## src/rtl/fetch_pkg.sv

```systemverilog
// Shared types and constants for the instruction-fetch stage.
package fetch_pkg;

  // addi x0, x0, 0: the canonical RV32I no-op, used for every bubble.
  localparam logic [31:0] NOP_INSTR = 32'h0000_0013;

  typedef enum logic {
    RUN  = 1'b0,
    HALT = 1'b1
  } fetch_state_e;

  typedef struct packed {
    logic [31:0] pc;
    logic [31:0] pc4;
    logic [31:0] instr;
    logic        valid;
    logic        fault;
  } ifid_t;

  // Reset contents of IF/ID: an empty slot with zeroed PCs.
  localparam ifid_t IFID_RESET = '{
    pc:    32'h0000_0000,
    pc4:   32'h0000_0000,
    instr: NOP_INSTR,
    valid: 1'b0,
    fault: 1'b0
  };

endpackage : fetch_pkg

```

## src/rtl/ifid_reg.sv

```systemverilog
// IF/ID pipeline register: holds one fetched entry with squash/stall control.
// Squash beats stall; an invalid load slot (fetch halted) becomes a bubble.
module ifid_reg
  import fetch_pkg::*;
(
  input  logic        clk,
  input  logic        rst_n,
  input  logic        i_squash,
  input  logic        i_stall,
  input  logic        i_valid,
  input  logic        i_fault,
  input  logic [31:0] i_pc,
  input  logic [31:0] i_pc4,
  input  logic [31:0] i_instr,
  output logic [31:0] o_pc,
  output logic [31:0] o_pc4,
  output logic [31:0] o_instr,
  output logic        o_valid,
  output logic        o_fault
);

  ifid_t ifid_q;
  ifid_t ifid_d;

  // Next IF/ID contents: squash > stall > bubble (halted) > fetched entry.
  always_comb begin
    ifid_d = ifid_q;
    if (i_squash || (!i_stall && !i_valid)) begin
      ifid_d.pc    = i_pc;
      ifid_d.pc4   = i_pc4;
      ifid_d.instr = NOP_INSTR;
      ifid_d.valid = 1'b0;
      ifid_d.fault = 1'b0;
    end else if (!i_stall) begin
      ifid_d.pc    = i_pc;
      ifid_d.pc4   = i_pc4;
      // A faulting fetch never forwards whatever the memory returned.
      ifid_d.instr = i_fault ? NOP_INSTR : i_instr;
      ifid_d.valid = 1'b1;
      ifid_d.fault = i_fault;
    end
  end

  // Register update; reset clears to an empty slot.
  always_ff @(posedge clk or negedge rst_n) begin
    if (!rst_n) begin
      ifid_q <= IFID_RESET;
    end else begin
      ifid_q <= ifid_d;
    end
  end

  assign o_pc    = ifid_q.pc;
  assign o_pc4   = ifid_q.pc4;
  assign o_instr = ifid_q.instr;
  assign o_valid = ifid_q.valid;
  assign o_fault = ifid_q.fault;

endmodule : ifid_reg

```

## src/rtl/if_fetch.sv

```systemverilog
// Instruction-fetch stage: PC register, fetch fault check and run/halt FSM.
//
//   state | meaning
//   ------+------------------------------------------------------------
//   RUN   | normal fetch, PC advances by 4 each non-stalled cycle
//   HALT  | a fault was fetched; PC held, IF/ID takes bubbles until a
//         | redirect arrives
module if_fetch
  import fetch_pkg::*;
#(
  parameter logic [31:0] RESET_PC   = 32'h0000_0000,
  parameter int          IMEM_WORDS = 2048
) (
  input  logic        clk,
  input  logic        rst_n,
  input  logic        i_stall,
  input  logic        i_flush,
  input  logic        i_redirect_valid,
  input  logic [31:0] i_redirect_pc,
  output logic [31:0] o_imem_addr,
  input  logic [31:0] i_imem_data,
  output logic [31:0] o_ifid_pc,
  output logic [31:0] o_ifid_pc4,
  output logic [31:0] o_ifid_instr,
  output logic        o_ifid_valid,
  output logic        o_ifid_fault,
  output logic        o_halted
);

  // One bit wider than the PC so the limit itself is representable.
  localparam logic [32:0] IMEM_LIMIT = 33'(IMEM_WORDS) * 33'd4;

  logic [31:0]  pc_q;
  logic [31:0]  pc_d;
  logic [31:0]  pc_plus4;
  fetch_state_e state_q;
  fetch_state_e state_d;
  logic         fetch_fault;
  logic         squash;

  assign pc_plus4    = pc_q + 32'd4;
  assign fetch_fault = (pc_q[1:0] != 2'b00) || ({1'b0, pc_q} >= IMEM_LIMIT);
  assign squash      = i_redirect_valid | i_flush;

  // Next PC and FSM state: redirect > stall > halt hold > sequential.
  always_comb begin
    pc_d    = pc_q;
    state_d = state_q;
    if (i_redirect_valid) begin
      pc_d    = i_redirect_pc;
      state_d = RUN;
    end else if (!i_stall && (state_q == RUN)) begin
      pc_d = pc_plus4;
      if (fetch_fault) begin
        state_d = HALT;
      end
    end
  end

  // PC and FSM state registers.
  always_ff @(posedge clk or negedge rst_n) begin
    if (!rst_n) begin
      pc_q    <= RESET_PC;
      state_q <= RUN;
    end else begin
      pc_q    <= pc_d;
      state_q <= state_d;
    end
  end

  assign o_imem_addr = pc_q;
  assign o_halted    = (state_q == HALT);

  ifid_reg u_ifid_reg (
    .clk     (clk),
    .rst_n   (rst_n),
    .i_squash(squash),
    .i_stall (i_stall),
    .i_valid (state_q == RUN),
    .i_fault (fetch_fault),
    .i_pc    (pc_q),
    .i_pc4   (pc_plus4),
    .i_instr (i_imem_data),
    .o_pc    (o_ifid_pc),
    .o_pc4   (o_ifid_pc4),
    .o_instr (o_ifid_instr),
    .o_valid (o_ifid_valid),
    .o_fault (o_ifid_fault)
  );

endmodule : if_fetch
```

## config.mk

```make
export PLATFORM = sky130hd
export DESIGN_NAME = if_fetch
export DESIGN_NICKNAME = d
export VERILOG_FILES = /design/src/rtl/fetch_pkg.sv /design/src/rtl/ifid_reg.sv /design/src/rtl/if_fetch.sv
export SDC_FILE = /design/constraint.sdc
export NUM_CORES = 1
export LEC_CHECK = 0
export ABC_AREA = 1
export BUFFER_PORTS_ARGS = -buffer_cell sky130_fd_sc_hd__buf_2
export CORE_UTILIZATION = 41
export CTS_BUF_LIST = sky130_fd_sc_hd__clkbuf_16
export DETAILED_ROUTE_END_ITERATION = 10
export HOLD_SLACK_MARGIN = 0.02
export PLACE_DENSITY = 0.77
export SYNTH_ARGS = -nofsm -noshare
export SYNTH_HDL_FRONTEND = slang
export SYNTH_HIERARCHICAL = 1
export SYNTH_SLANG_ARGS = --single-unit
```

## constraint.sdc

```tcl
create_clock -name clk -period 1.81 [get_ports clk]
set_input_delay 0.181 -clock clk [delete_from_list [all_inputs] [get_ports clk]]
set_output_delay 0.181 -clock clk [all_outputs]
set_load 0.005 [all_outputs]
```

Word-level counts from Yosys, hierarchy flattened
Cells that the tools add are included.

Memories: 0. Latch bits: 0. Bits of input ports: 69. Logic and storage cells: 29. Register bits after elaboration: 131. RAM bits: 0. Output and inout port bits: 131. ROM bits: 0.

$add $sub $neg: 1. Divide/modulo/power cells: 0. Eq/ne operators: 1. Reductions and logical operators: 9. Bitwise gates (word level): 2. Shifts and indexed selects: 0. Muxes and demuxes: 8. $lt $le $gt $ge: 1. Multiply operators: 0.

Operators with widths (count): 2-to-1 mux 98 bit (2); 2-to-1 mux 32 bit (3); adder 32 x 3 -> 32 bit (second input constant) (1); >= comparator 32 x 14 -> 1 bit (second input constant) (1); nonzero test 2 bit (3); 2-to-1 mux 1 bit (3); logical AND 1 bit (2); logical OR 1 bit (2); != test 2 x 1 -> 1 bit (second input constant) (1); AND reduction 2 bit (1); logical NOT 1 bit (1); inverter 1 bit (1); OR 1 bit (1).

Longest topological paths before layout
Word-level depth: 5. Mapped depth: 10. Gate-level depth less buffers: 10.

Modules after synthesis
Netlist, hierarchy kept.

By module, submodules not included: ifid_reg (area each 3990.1 µm², times used 1, cells each 431, seq. area each 2456.1 µm²); if_fetch (area each 2632.5 µm², times used 1, cells each 411, seq. area each 825.8 µm²).

Worst setup path after synthesis
Ideal clock, no wire load.

Path kind: register -> register. Start point: register pc_q[3] (netlist: o_imem_addr[3]). End point: register u_ifid_reg.ifid_q, in the netlist u_ifid_reg/o_pc4[14]. Library setup time: 0.116 ns. Path buffers: 0. Arrival: 1.348 ns. Required time: 1.694 ns. Clock period less this slack: 1.465 ns. Setup slack: 0.345 ns. Stages on the path, launching flop included: 10. Path through: dfrtp_1 ha_1 inv_1 nor2_2 nand2_2 nor2_2 nand2_1 and2_1 nand2_1 nand2_1.

Cells in the longest elaborated chain, start to end: 3.

RTL lines: start, declared (line if_fetch.sv:33) `logic [31:0] pc_q;`; start signal, assigned (line if_fetch.sv:66) `pc_q <= pc_d;`; adder 32 x 3 -> 32 bit * (line if_fetch.sv:41) `assign pc_plus4 = pc_q + 32'd4;`; net pc_plus4[14] (line if_fetch.sv:35) `logic [31:0] pc_plus4;`; 2-to-1 mux 98 bit (line ifid_reg.sv:34) `end else if (!i_stall) begin`; 2-to-1 mux 98 bit * (line ifid_reg.sv:28) `if (i_squash || (!i_stall && !i_valid)) begin`; end signal, assigned (line ifid_reg.sv:49) `ifid_q <= ifid_d;`; end, declared (line ifid_reg.sv:22) `ifid_t ifid_q;`.

Mark *: on every way through the listed nets, which the timed path passes. The rest lies on a longest branch. The select of a mux whose other input is x is not followed. A chain may end at the register's enable or synchronous reset.

Final worst setup path
Start point: register pc_q[2] (netlist: o_imem_addr[2]). End point: register u_ifid_reg.ifid_q, in the netlist u_ifid_reg/o_pc4[16].

Same word-level chain as after synthesis.

==> flow_summary.ini <==
[run_status]
status = finished, final reports clean

[die]
die_h_um = 129
die_x_um = 129
row_count = 46
die_area_um2 = 16700
ios = 200
initial_core_util_pct = 41.8
core_area_um2 = 15800

[hold_path]
hold_start = i_imem_data[17]
worstHoldPathType = in2reg
min_path_cells = 3
hold_end = u_ifid_reg/o_instr[17]

[run]
maxCapViolations = 0

[pwr]
p_leak_nw = 4.73
power_frac_seq_pct = 41.7
p_int_mw = 5.69
power_density_nw_per_um2 = 925
ir_drop_uv = 695
switching_power_mw = 2.56
comb_power_share_pct = 18.8
p_sw_share_pct = 31.1
clkPwrFrac_pct = 39.5
total_power_mw = 8.26

[sta]
finalSetupTns_ps = 0
tightest_slew_ps = 446
final.setup_skew_ps = 6.67
fin_crit_sh_pct = 92.6
min_period_ps = 1680
finalHoldViolations = 0
slew-limit-headroom_pct = 70.2
setup_viol = 0
clock.fmax_mhz = 597
drv_slew = 0
holdWs_ps = 32.9
rsz0062_at_grt = no

[setup_path]
critPathTopFamily = simple AND/OR/NAND/NOR gates
ff2ff_path_depth = 7
critical_path_required_ps = 2120
crit_fanout = 5
critPathLaunchType = flop
max_stage_delay_ps = 420
arrival_ps = 1990
rr_startpoint = o_imem_addr[2]
path_cells = ha_1, nand3_1, nor2_2, nand3_1, xor2_1, nand2_1, nand2_1
regToRegSetupSlack_ps = 130
worst_r2r_endpoint = u_ifid_reg/o_pc4[16]
slowest_stage = dfrtp_2
crit_buf_inv = 0
crit_type = reg2reg
end_kind = flop

[layout]
nNetsFinal = 1164
diodes = 0
drive_gt1_share_pct = 28.5
syn_to_final_growth_pct = 34.8
design_area_um2 = 8930

[global_routing]
antenna_found_initial = 0
track_usage_pct = 25.3
gr-total-overflow = 0
grt_pass1_vias = 6142
grt_max_degree = 73
grt_pass1_wl_um = 32000

[route]
vias = 6528
viasPerCell = 4.94
firstDrtPassIters = 5
wl_per_cell_um = 15.3
drt_iter0_drc = 431
wl_um = 20200
route.detailed.drc = 0
detail-route-antenna-nets = 0

[placement]
hpwl_um = 14000
port_buffers = 199
post_dp_cell_area_um2 = 7980
place_congestion = 0.925

[logic_synthesis]
postSynth.asyncResetShare_pct = 100
synth_edf_count = 0
synth_top_area_share_pct = 48.4
syn_area_um2 = 6620
synth_common_cells = 320 x nand2_1, 128 x dfrtp_1, 124 x nand3_1, 64 x inv_1, 35 x nor2_1
yosysSeqAreaShare_pct = 49.6
synth_warnings = 6
synth_cell_types = 33
yosysMostFrequentCell = nand2_1
avgSynthCellArea_um2 = 7.87
synth_area_leaders = dfrtp_1 48%, nand2_1 18%, nand3_1 9.4%, inv_1 3.6%, a21oi_1 2.2%
synthFlopType = dfrtp_1
synth_top_area_cell = dfrtp_1
syn_inst = 842
syn_nets = 913
synth_seq_cells = 131

[clocking]
path_clk_slew_ps = 60
cts_tree = yes
cts-root-buf = clkbuf_16
htree_levels = 4
insertion_delay_ps = 420
numCtsBuffers = 17
clock_sinks = 131
cts_max_path_buffers = 2
[tightest hold or removal path, cell delays in order]
cell and delay (ps):
buf_2 100, nand3_1 70, a21oi_1 60
[cell usage in the layout, fill, tap and decap left out, drive strengths merged, types with 5 or more instances in the layout]
master,instances
nand2,332
buf,237
dfrtp,128
nand3,124
inv,78
nor2,53
dlygate4sd3,38
a21oi,29
o21ai,27
clkbuf,17
xor2,13
o211ai,5
[worst max-delay path by stage]
stage / startpoint / endpoint / cells after the start
floorplan: o_imem_addr[3] / u_ifid_reg/o_pc4[14] / 9
global placement: o_imem_addr[2] / u_ifid_reg/o_pc4[14] / 9
detailed placement: o_imem_addr[2] / u_ifid_reg/o_pc4[14] / 9
CTS: o_imem_addr[2] / u_ifid_reg/o_pc4[14] / 9
global route: o_imem_addr[2] / u_ifid_reg/o_pc4[8] / 7
finish: o_imem_addr[2] / u_ifid_reg/o_pc4[16] / 7
[layer usage]
| metal | wire, um | global-route usage, % | vias to the layer above |
|---|---|---|---|
| met5 | 0 | 0 | - |
| met3 | 1440 | 6.40 | 16 |
| li1 | - | - | 3163 |
| met1 | 8790 | 32.9 | 3107 |
| met2 | 9780 | 41.7 | 242 |
| met4 | 233 | 7.06 | 0 |
[through the flow]
stage | utilization (%) | setup slack, ps | instances
after floorplan | - | 345 | 842
after global placement | 50.4 | 106 | 1252
after detailed placement | 50.4 | 80.9 | 1252
after CTS | 56.3 | 74.9 | 1322
after global routing | 56.4 | 0.324 | 1322
final | 56.4 | 135 | 1322
[power groups by stage]
stage / Clock [mW] / Sequential (mW) / Combinational [mW]
3_5_place_dp: 0 / 3.48 / 1.48
5_1_grt: 3.47 / 3.48 / 1.74
2_1_floorplan: 0 / 3.54 / 0.652
6_report: 3.26 / 3.44 / 1.55
4_1_cts: 3.34 / 3.43 / 1.56
3_3_place_gp: 0 / 3.47 / 1.47
[logic make-up after synthesis]
logic type / synth area share [%]
adder cells (fa/ha/maj): 0.378
XOR/XNOR: 2.42
AND/OR/NAND/NOR: 34.1
AO/OA/AOI/OAI: 5.38
buffers and inverters: 8.18
flip-flops: 49.6
[final cells by class]
type                    count  area (um2)
fillers                  1487        6900
clock buffers              17         425
clock inverters            15         135
repair buffers            275        1750
inverters                  69         262
well taps                 216         270
multi-input cells         599        2810
flip-flops and latches    131        3280
[flip-flops by register name (all words and copies together) (netlist names)]
| register | flops |
|---|---|
| u_ifid_reg/o_pc4 | 32 |
| o_imem_addr | 32 |
| u_ifid_reg/o_fault | 1 |
| u_ifid_reg/o_valid | 1 |
| u_ifid_reg/o_pc | 32 |
| o_halted | 1 |
| u_ifid_reg/o_instr | 32 |
[what timing repair did]
item	CTS	global route
hold buffers	38	0
buffers inserted	0	0
resized for setup	0	3
setup endpoints to repair	0	17
hold endpoints to repair	74	0
Note: power is estimated with default switching activity, not from simulation.
